--- src/rtl/osiris_pkg.sv ---
// Shared encodings for the load/store path: funct3 access sizes, LSU states
// and the legality/alignment helpers used when an access is offered.
package osiris_pkg;

    localparam logic [2:0] LSU_B  = 3'b000;
    localparam logic [2:0] LSU_H  = 3'b001;
    localparam logic [2:0] LSU_W  = 3'b010;
    localparam logic [2:0] LSU_D  = 3'b011;
    localparam logic [2:0] LSU_BU = 3'b100;
    localparam logic [2:0] LSU_HU = 3'b101;
    localparam logic [2:0] LSU_WU = 3'b110;

    typedef enum logic [1:0] {
        LSU_IDLE = 2'b00,
        LSU_REQ  = 2'b01,
        LSU_RESP = 2'b10,
        LSU_DONE = 2'b11
    } lsu_state_e;

    // Doubleword and unsigned-word accesses only exist on a 64-bit bus.
    function automatic logic lsu_legal(input logic [2:0] funct3, input logic dw64);
        case (funct3)
            LSU_B, LSU_H, LSU_W, LSU_BU, LSU_HU: return 1'b1;
            LSU_D, LSU_WU:                       return dw64;
            default:                             return 1'b0;
        endcase
    endfunction

    function automatic logic lsu_aligned(input logic [2:0] addr_lo, input logic [1:0] size);
        case (size)
            2'b00:   return 1'b1;
            2'b01:   return (addr_lo[0] == 1'b0);
            2'b10:   return (addr_lo[1:0] == 2'b00);
            default: return (addr_lo == 3'b000);
        endcase
    endfunction

endpackage

--- src/rtl/lsu_align.sv ---
// Combinational lane logic: byte enables, lane-replicated store data and
// load extraction with sign/zero extension for one bus word.
module lsu_align #(
    parameter int DATA_WIDTH = 32
) (
    input  logic [$clog2(DATA_WIDTH/8)-1:0] offset_i,
    input  logic [1:0]                      size_i,
    input  logic                            uns_i,
    input  logic [DATA_WIDTH-1:0]           wdata_i,
    input  logic [DATA_WIDTH-1:0]           rdata_i,
    output logic [DATA_WIDTH/8-1:0]         be_o,
    output logic [DATA_WIDTH-1:0]           wdata_o,
    output logic [DATA_WIDTH-1:0]           rdata_o
);
    localparam int NB = DATA_WIDTH / 8;

    logic [3:0]            nbytes_s;
    logic [NB-1:0]         be_mask_s;
    logic [DATA_WIDTH-1:0] shifted_s;
    logic                  sign_s;
    logic                  fill_s;

    // Size decode, enables, store replication and load extension.
    always_comb begin
        case (size_i)
            2'b00:   nbytes_s = 4'd1;
            2'b01:   nbytes_s = 4'd2;
            2'b10:   nbytes_s = 4'd4;
            default: nbytes_s = 4'd8;
        endcase

        be_mask_s = '0;
        wdata_o   = '0;
        for (int i = 0; i < NB; i++) begin
            if (i < int'(nbytes_s)) begin
                be_mask_s[i] = 1'b1;
            end else begin
                be_mask_s[i] = 1'b0;
            end
            // Sizes are powers of two, so the low bits of the lane pick the source byte.
            wdata_o[32'sd8*i +: 8] = wdata_i[32'sd8*(i & (int'(nbytes_s) - 32'sd1)) +: 8];
        end
        be_o = be_mask_s << offset_i;

        shifted_s = rdata_i >> {offset_i, 3'b000};
        case (size_i)
            2'b00:   sign_s = shifted_s[7];
            2'b01:   sign_s = shifted_s[15];
            2'b10:   sign_s = shifted_s[31];
            default: sign_s = shifted_s[DATA_WIDTH-1];
        endcase
        fill_s = ~uns_i & sign_s;

        rdata_o = '0;
        for (int j = 0; j < DATA_WIDTH; j++) begin
            if (j < 32'sd8 * int'(nbytes_s)) begin
                rdata_o[j] = shifted_s[j];
            end else begin
                rdata_o[j] = fill_s;
            end
        end
    end

endmodule

--- src/rtl/load_store_unit.sv ---
// Load/store unit between EX/MEM and a wait-stating data memory: req/gnt/rvalid
// handshake, misalignment trap, kill handling, bus timeout and pipeline stall.
module load_store_unit
    import osiris_pkg::*;
#(
    parameter int DATA_WIDTH     = 32,
    parameter int ADDR_WIDTH     = 32,
    parameter int TIMEOUT_CYCLES = 255
) (
    input  logic                    clk,
    input  logic                    rst,
    input  logic                    i_valid,
    input  logic                    i_mem_read,
    input  logic                    i_mem_write,
    input  logic [2:0]              i_funct3,
    input  logic [ADDR_WIDTH-1:0]   i_addr,
    input  logic [DATA_WIDTH-1:0]   i_wdata,
    input  logic                    i_kill,
    output logic                    o_stall,
    output logic                    o_done,
    output logic [DATA_WIDTH-1:0]   o_rdata,
    output logic                    o_misaligned,
    output logic                    o_bus_err,
    output logic                    o_dmem_req,
    output logic                    o_dmem_we,
    output logic [ADDR_WIDTH-1:0]   o_dmem_addr,
    output logic [DATA_WIDTH/8-1:0] o_dmem_be,
    output logic [DATA_WIDTH-1:0]   o_dmem_wdata,
    input  logic                    i_dmem_gnt,
    input  logic                    i_dmem_rvalid,
    input  logic [DATA_WIDTH-1:0]   i_dmem_rdata
);
    localparam int             NB       = DATA_WIDTH / 8;
    localparam int             OFFW     = $clog2(NB);
    localparam int             CW       = $clog2(TIMEOUT_CYCLES + 1);
    localparam logic           DW64     = (DATA_WIDTH == 64);
    localparam logic [CW-1:0]  CNT_LAST = CW'(TIMEOUT_CYCLES - 1);

    lsu_state_e            state_q, state_d;
    logic [CW-1:0]         cnt_q, cnt_d;
    logic                  kill_q, kill_d;
    logic [ADDR_WIDTH-1:0] addr_q, addr_d;
    logic [1:0]            size_q, size_d;
    logic                  uns_q, uns_d;
    logic                  we_q, we_d;
    logic [DATA_WIDTH-1:0] wdata_q, wdata_d;
    logic [DATA_WIDTH-1:0] rdata_q, rdata_d;
    logic                  mis_q, mis_d;
    logic                  err_q, err_d;

    logic                  op_s, ok_s, stall_s, req_s, granted_s;
    logic [NB-1:0]         be_s;
    logic [DATA_WIDTH-1:0] wrep_s, ext_s;

    lsu_align #(.DATA_WIDTH(DATA_WIDTH)) u_align (
        .offset_i (addr_q[OFFW-1:0]),
        .size_i   (size_q),
        .uns_i    (uns_q),
        .wdata_i  (wdata_q),
        .rdata_i  (i_dmem_rdata),
        .be_o     (be_s),
        .wdata_o  (wrep_s),
        .rdata_o  (ext_s)
    );

    assign op_s      = i_valid & (i_mem_read | i_mem_write) & ~i_kill;
    assign ok_s      = lsu_legal(i_funct3, DW64) & lsu_aligned(i_addr[2:0], i_funct3[1:0]);
    assign granted_s = (state_q == LSU_RESP) | i_dmem_gnt;

    // Next-state, capture and pulse logic.
    always_comb begin
        state_d = state_q;
        cnt_d   = cnt_q;
        kill_d  = kill_q;
        addr_d  = addr_q;
        size_d  = size_q;
        uns_d   = uns_q;
        we_d    = we_q;
        wdata_d = wdata_q;
        rdata_d = rdata_q;
        mis_d   = 1'b0;
        err_d   = 1'b0;
        stall_s = 1'b0;
        case (state_q)
            LSU_IDLE: begin
                cnt_d  = '0;
                kill_d = 1'b0;
                if (op_s && ok_s) begin
                    stall_s = 1'b1;
                    state_d = LSU_REQ;
                    addr_d  = i_addr;
                    size_d  = i_funct3[1:0];
                    uns_d   = i_funct3[2];
                    we_d    = i_mem_write;
                    wdata_d = i_wdata;
                end else if (op_s) begin
                    mis_d = 1'b1;
                end else begin
                    state_d = LSU_IDLE;
                end
            end
            LSU_REQ, LSU_RESP: begin
                stall_s = 1'b1;
                cnt_d   = cnt_q + CW'(1'b1);
                if ((state_q == LSU_REQ) && i_kill && !i_dmem_gnt) begin
                    state_d = LSU_IDLE;
                end else if (granted_s && i_dmem_rvalid) begin
                    // A killed access still has to drain its response before retiring silently.
                    if (kill_q || i_kill) begin
                        state_d = LSU_IDLE;
                    end else begin
                        state_d = LSU_DONE;
                        rdata_d = we_q ? '0 : ext_s;
                    end
                end else if (cnt_q == CNT_LAST) begin
                    state_d = LSU_IDLE;
                    err_d   = 1'b1;
                end else if (granted_s) begin
                    state_d = LSU_RESP;
                    kill_d  = kill_q | i_kill;
                end else begin
                    state_d = state_q;
                end
            end
            LSU_DONE: state_d = LSU_IDLE;
            default:  state_d = LSU_IDLE;
        endcase
    end

    // State and datapath registers with synchronous active-low reset.
    always_ff @(posedge clk) begin
        if (!rst) begin
            state_q <= LSU_IDLE;
            cnt_q   <= '0;
            kill_q  <= 1'b0;
            addr_q  <= '0;
            size_q  <= 2'b00;
            uns_q   <= 1'b0;
            we_q    <= 1'b0;
            wdata_q <= '0;
            rdata_q <= '0;
            mis_q   <= 1'b0;
            err_q   <= 1'b0;
        end else begin
            state_q <= state_d;
            cnt_q   <= cnt_d;
            kill_q  <= kill_d;
            addr_q  <= addr_d;
            size_q  <= size_d;
            uns_q   <= uns_d;
            we_q    <= we_d;
            wdata_q <= wdata_d;
            rdata_q <= rdata_d;
            mis_q   <= mis_d;
            err_q   <= err_d;
        end
    end

    assign req_s        = (state_q == LSU_REQ);
    assign o_stall      = stall_s;
    assign o_done       = (state_q == LSU_DONE);
    assign o_rdata      = rdata_q;
    assign o_misaligned = mis_q;
    assign o_bus_err    = err_q;
    assign o_dmem_req   = req_s;
    assign o_dmem_we    = req_s & we_q;
    assign o_dmem_addr  = req_s ? {addr_q[ADDR_WIDTH-1:OFFW], {OFFW{1'b0}}} : '0;
    assign o_dmem_be    = req_s ? be_s : '0;
    assign o_dmem_wdata = req_s ? wrep_s : '0;

endmodule

--- config.mk ---
export PLATFORM = sky130hd
export DESIGN_NAME = load_store_unit
export DESIGN_NICKNAME = d
export VERILOG_FILES = /design/src/rtl/osiris_pkg.sv /design/src/rtl/lsu_align.sv /design/src/rtl/load_store_unit.sv
export SDC_FILE = /design/constraint.sdc
export NUM_CORES = 1
export LEC_CHECK = 0
export ABC_AREA = 0
export BUFFER_PORTS_ARGS = -buffer_cell sky130_fd_sc_hd__buf_4
export CAP_MARGIN = 5
export CORE_MARGIN = 2
export CORE_UTILIZATION = 52
export CTS_BUF_LIST = sky130_fd_sc_hd__clkbuf_8
export CTS_CLUSTER_SIZE = 20
export DETAILED_ROUTE_END_ITERATION = 8
export PLACE_DENSITY = 0.86
export SLEW_MARGIN = 25
export SYNTH_ARGS = -nofsm -noshare
export SYNTH_HDL_FRONTEND = slang
export SYNTH_HIERARCHICAL = 1
export SYNTH_SLANG_ARGS = --single-unit
--- constraint.sdc ---
create_clock -name clk -period 3.45 [get_ports clk]
set_input_delay 0.69 -clock clk [delete_from_list [all_inputs] [get_ports clk]]
set_output_delay 0.69 -clock clk [all_outputs]
set_load 0.1 [all_outputs]
# Word-level counts from Yosys, hierarchy flattened
# Index checks and enable logic that the tools add are counted.
[totals] mem_bits_ro=0 mem_bits_rw=0 memories=0 inputBits=107 out_inout_bits=106 latch_bits=0 regBits=113
[op_classes] muxes=62 bitwise_logic=16 eq_ne=18 n_div=0 add_sub_neg=2 n_reduce_logical=21 shift=5 multipliers=0 magnitude_cmp=36
[op_table] op="$lt 5x7->1 const A" n=16
[op_table] op="$mux 32" n=3
[op_table] op="$shiftx 32x6->8" n=2
[op_table] op="$lt 4x7->1 const A" n=8
[op_table] op="$mux 1" n=44
[op_table] op="$shiftx 32x5->8" n=1
[op_table] op="$shr 32x5->32" n=1
[op_table] op="$lt 3x7->1 const A" n=4
[op_table] op="$pmux 8 s2" n=1
[op_table] op="$lt 1x7->1 const A" n=2
[op_table] op="$lt 2x7->1 const A" n=2
[op_table] op="$mux 2" n=7
[op_table] op="$pmux 4 s3" n=1
[op_table] op="$add 8x1->8 const B" n=1
[op_table] op="$eq 2x2->1 const B" n=4
[op_table] op="$eq 8x8->1 const B" n=1
[op_table] op="$logic_not 2->1" n=4
[op_table] op="$lt 1x4->1 const A" n=2
[op_table] op="$lt 2x4->1 const A" n=2
[op_table] op="$ne 2x2->1 const B" n=4
[op_table] op="$not 1->1" n=8
[op_table] op="$eq 2x1->1 const B" n=3
[op_table] op="$eq 3x3->1 const B" n=2
[op_table] op="$logic_not 3->1" n=2
[op_table] op="other kinds (23)" n=35

# Depth between registers and ports, before layout
[depth] word_depth=7 mapped_depth=12 mapped_depth_nobuf=9

# Cells and area by module
# The synthesis kept the hierarchy.
[by_module_without_submodules] module="load_store_unit" area_each_um2=4748.3 cells_per_inst=601 n_inst=1 seq_area_each_um2=2262.2
[by_module_without_submodules] module="lsu_align" area_each_um2=1345.0 cells_per_inst=189 n_inst=1 seq_area_each_um2=0.0

# Worst setup path after synthesis
# OpenSTA, ideal clock, no wires.
[synth_timing] kind="input to output" start="in i_addr[0]" end="out o_stall" path_stages=7 path_buffers=2 path_slack_ns=-0.142 arrival_time_ns=2.902 path_cell_list="o31a_1 > o22ai_2 > and2b_1 > buf_6 > buf_2 > nor2_1 > nor2_1"
[synth_via] elab_chain_cells=6 elab_cells_between_ends=8
[synth_rtl] element="from (decl)" line_no="load_store_unit.sv:16" rtl="input logic [ADDR_WIDTH-1:0] i_addr,"
[synth_rtl] element="$logic_not 3->1, or another cell as far along" line_no="osiris_pkg.sv:34" rtl="default: return (addr_lo == 3'b000);"
[synth_rtl] element="$pmux 1 s3 *" line_no="osiris_pkg.sv:30" rtl="case (size)"
[synth_rtl] element="$and 1x1->1 *" line_no="load_store_unit.sv:67" rtl="assign ok_s = lsu_legal(i_funct3, DW64) & lsu_aligned(i_addr[2:0], i_funct3[1:0]);"
[synth_rtl] element="$logic_and 1x1->1 *" line_no="load_store_unit.sv:88" rtl="if (op_s && ok_s) begin"
[synth_rtl] element="$mux 1 *" line_no="load_store_unit.sv:88"
[synth_rtl] element="$pmux 1 s2 *" line_no="load_store_unit.sv:84" rtl="case (state_q)"
[synth_rtl] element="to (decl)" line_no="load_store_unit.sv:19" rtl="output logic o_stall,"
# Every way passes the cells marked *; elsewhere a longest branch is shown, timed or not.

# Worst setup path in the final report
[layout_timing] start="reg size_q[1]" end="out o_dmem_wdata[22]"
[layout_via] elab_chain_cells=5 elab_cells_between_ends=7
[layout_rtl] element="from (decl)" line_no="load_store_unit.sv:43" rtl="logic [1:0] size_q, size_d;"
[layout_rtl] element="from (signal assigned)" line_no="load_store_unit.sv:149" rtl="size_q <= size_d;"
[layout_rtl] element="$eq 2x2->1, or another cell as far along" line_no="lsu_align.sv:25" rtl="case (size_i)"
[layout_rtl] element="$pmux 4 s3 *" line_no="lsu_align.sv:25"
[layout_rtl] element="$sub 2x1->2 *"
[layout_rtl] element="$shiftx 32x6->8 *" line_no="lsu_align.sv:41" rtl="wdata_o[32'sd8*i +: 8] = wdata_i[32'sd8*(i & (int'(nbytes_s) - 32'sd1)) +: 8];"
[layout_rtl] element="named net wrep_s[22]" line_no="load_store_unit.sv:53" rtl="logic [DATA_WIDTH-1:0] wrep_s, ext_s;"
[layout_rtl] element="$mux 32 *" line_no="load_store_unit.sv:169" rtl="assign o_dmem_wdata = req_s ? wrep_s : '0;"
[layout_rtl] element="to (decl)" line_no="load_store_unit.sv:28" rtl="output logic [DATA_WIDTH-1:0] o_dmem_wdata,"
# The timed path passes the listed nets; every way through them passes the cells marked *.

==> results by group <==
Pwr
  – Leakage power figure: 3.45 nW
  – PwrDens: 432 nW/um^2
  – Worst VDD drop: 0.419 mV

Timing
  – Final setup vio count: 0
  – Clock Skew: 0.00944 ns
  – Final Hold Viols: 0
  – Period utilisation layout: 93.7%
  – Hold WS: 0.449 ns
  – Setup slack after layout: 0.218 ns
  – RSZ-0062 raised after global routing: no
  – Slew HR: 53.3%
  – Highest clock rate: 309 MHz
  – Least-Margin Pin Slew: 0.700 ns
  – Setup TNS Final: 0 ns
  – Final Max Slew Viols: 0
  – Tmin final: 3.23 ns

Drt
  – Vias/cell: 5.31
  – Router iterations before antenna repair: 5
  – DRC Markers: 0
  – Post-DRT Antenna Nets: 0
  – Routed wire length: 17000 um
  – Number of vias in the routed layout: 5945
  – WL/cell: 15.2 um
  – 1st-iter DRT viols: 518

Global routing
  – Grt met1 use: 35.7%
  – Grt met2 use: 43.1%
  – First-pass GRT wire length: 27800 um
  – Overflow after GRT: 0
  – Largest net degree at the start of global routing: 70
  – Vias in the first global route: 5647
  – Met3 usage: 7.56%
  – GR peak layer: met2
  – Global Route Usage Sum: 27.2%
  – Initial antenna violation count: 0

Synthesis
  – Mapped Area: 6090 um^2
  – Sequential area share after synthesis: 37.1%
  – Synth Register Bits: 113
  – Synthesized area per cell: 7.71 um^2
  – Main flop type after synthesis: dfxtp_1
  – Mapped Cells: 790
  – Ys Warns: 6
  – Cell variety after synth: 55
  – Post-synth EDFFs: 0
  – Asr flop ratio synth: 0%

CTS
  – Clock sinks: 113
  – H-tree depth: 4
  – Clock Path Buffers: 2
  – CTS tree: built
  – CTS clk-pin slew, worst paths: 0.07 ns
  – Root Driver: clkbuf_8
  – Worst-skew pair later-pin latency: 0.44 ns
  – Number of post-CTS setup repair buffers: 0
  – Number of buffers created by CTS: 17

Critical path
  – Critical-path top delay cell: dfxtp_1
  – WP data required: 2.76 ns
  – Worst Path Buf+Inv: 2
  – Critical Path, Cell by Cell: or2_4 -> ha_1 -> buf_4 -> mux2_2 -> and2_2 -> buf_4
  – Crit-path leading delay family: simple AND/OR/NAND/NOR gates
  – Crit Path Class: flop to output port
  – Setup crit end kind: output port
  – Critical Path Source Type: flop
  – Worst Path Max Fanout: 24
  – Crit path arrival time: 2.54 ns
  – Slowest stage delay, CP: 0.41 ns
  – Most frequent CP cell: buf_4

Placed design
  – GP Congestion: 0.865
  – Place WS: 0.573 ns
  – Placed cell count: 1087
  – Port Buf Inserts: 210
  – Final HPWL DP: 11900 um

Layout
  – Diode count: 0
  – Share of layout cells above drive strength 1: 31.9%
  – Area grow syn2layout: 32.9%
  – Commonest non-fill, non-tap cells in the layout: buf_4, nand2_1, a21oi_1
  – Post-Layout Cell Count: 1119
  – Final nets: 1079
  – Leading cell type in the layout, fill and taps excluded: buf_4
  – Filler cells: 933

Floorplanning
  – IO Count: 213
  – CORE AREA: 11400 um^2
  – Die area: 12600 um^2
  – Row count: 39
  – Die width: 112 um
  – Effective utilization at floorplan: 53.4%
  – Die Ht: 112 um

Worst hold path
  – Worst Hold Class: flop to flop

Status
  – Outcome: finished, final reports clean

Job
  – Max Cap Viol: 0
[worst paths after layout]
| path | from | endpoint | slack (ns) | cells past startpoint |
|---|---|---|---|---|
| min | addr_q[19] | addr_q[19] | 0.45 | 2 |
| max | size_q[1] | o_dmem_wdata[22] | 0.22 | 6 |
| min reg2reg | addr_q[19] | addr_q[19] | 0.45 | 2 |
| max reg2reg | addr_q[1] | o_rdata[20] | 0.85 | 7 |
[worst min-delay path, stage by stage, from the launching register on]
cell and delay [ns]:
dfxtp_1 0.31, nand2_1 0.05, a21oi_1 0.05
[metrics by stage]
| stage | total power (W) | utilization [%] | cell area, um^2 |
|---|---|---|---|
| after floorplan | 0.00186 | - | 6110 |
| after global placement | 0.00205 | 66.8 | 7620 |
| after detailed placement | 0.00206 | 66.8 | 7620 |
| after CTS | 0.00352 | 70.9 | 8100 |
| after global routing | 0.00364 | 70.9 | 8100 |
| final | 0.00350 | 70.9 | 8100 |
[layer usage]
layer / share of wire (%) / routed length [um]
met3: 8.0 / 1360
met5: 0 / 0
met4: 1.7 / 294
met2: 47 / 7930
met1: 44 / 7450
[report_power, final]
part           switching (W)  total, W  internal [W]
Sequential         0.0000314   0.00138       0.00135
Combinational       0.000413  0.000661      0.000248
Clock               0.000567   0.00147      0.000898
[cells in the mapped netlist, drive strengths merged (2+ instances only)]
master,number,area [um^2]
nand2,164,616
a21oi,124,621
dfxtp,113,2260
and2,69,434
nor2,60,225
clkbuf,38,154
buf,34,221
nor3b,32,240
o21ai,25,125
mux2i,24,240
mux2,23,259
inv,10,37.5
ha,9,113
a21o,8,60.1
o211ai,7,52.6
nand3,5,25.0
nor3,5,36.3
xor2,4,35.0
nand2b,3,18.8
nor2b,3,26.3
o31ai,3,50.1
a31oi,2,12.5
and2b,2,16.3
nand4b,2,17.5
o22ai,2,25.0
o31a,2,26.3
or3,2,12.5
[cells by family after synthesis]
group           count (synthesis)  synth area share [%]
simple gates                  352                  28.0
compound gates                179                  16.8
flops                         113                  37.1
buf+inv                        83                  6.94
mux                            48                  8.56
fa+ha+maj                       9                  1.85
xor+xnor                        5                 0.719
other cells                     1                0.0615
[area by class of cell]
cell class	count	area [um^2]	share of cell area, %
multi-input combinational	595	3440	42.5
sequential	113	2260	27.9
timing repair buffer	226	1710	21.1
clock buffer	19	262	3.23
clock inverter	13	209	2.58
tap	143	179	2.21
inverter	10	38.8	0.479
[registers in the layout, summed over array words and instances, names as in the netlist]
| signal | flops |
|---|---|
| cnt_q | 8 |
| o_rdata | 32 |
| addr_q | 32 |
| uns_q | 1 |
| size_q | 2 |
| wdata_q | 32 |
| we_q | 1 |
| o_bus_err | 1 |
| state_q | 2 |
| kill_q | 1 |
| o_misaligned | 1 |
[timing repair]
item                                    in CTS  in global routing
gates resized for setup                      0                  2
hold buffers                                 0                  0
endpoints found under the setup margin       0                  5
Power figures use the tool's default switching activity.
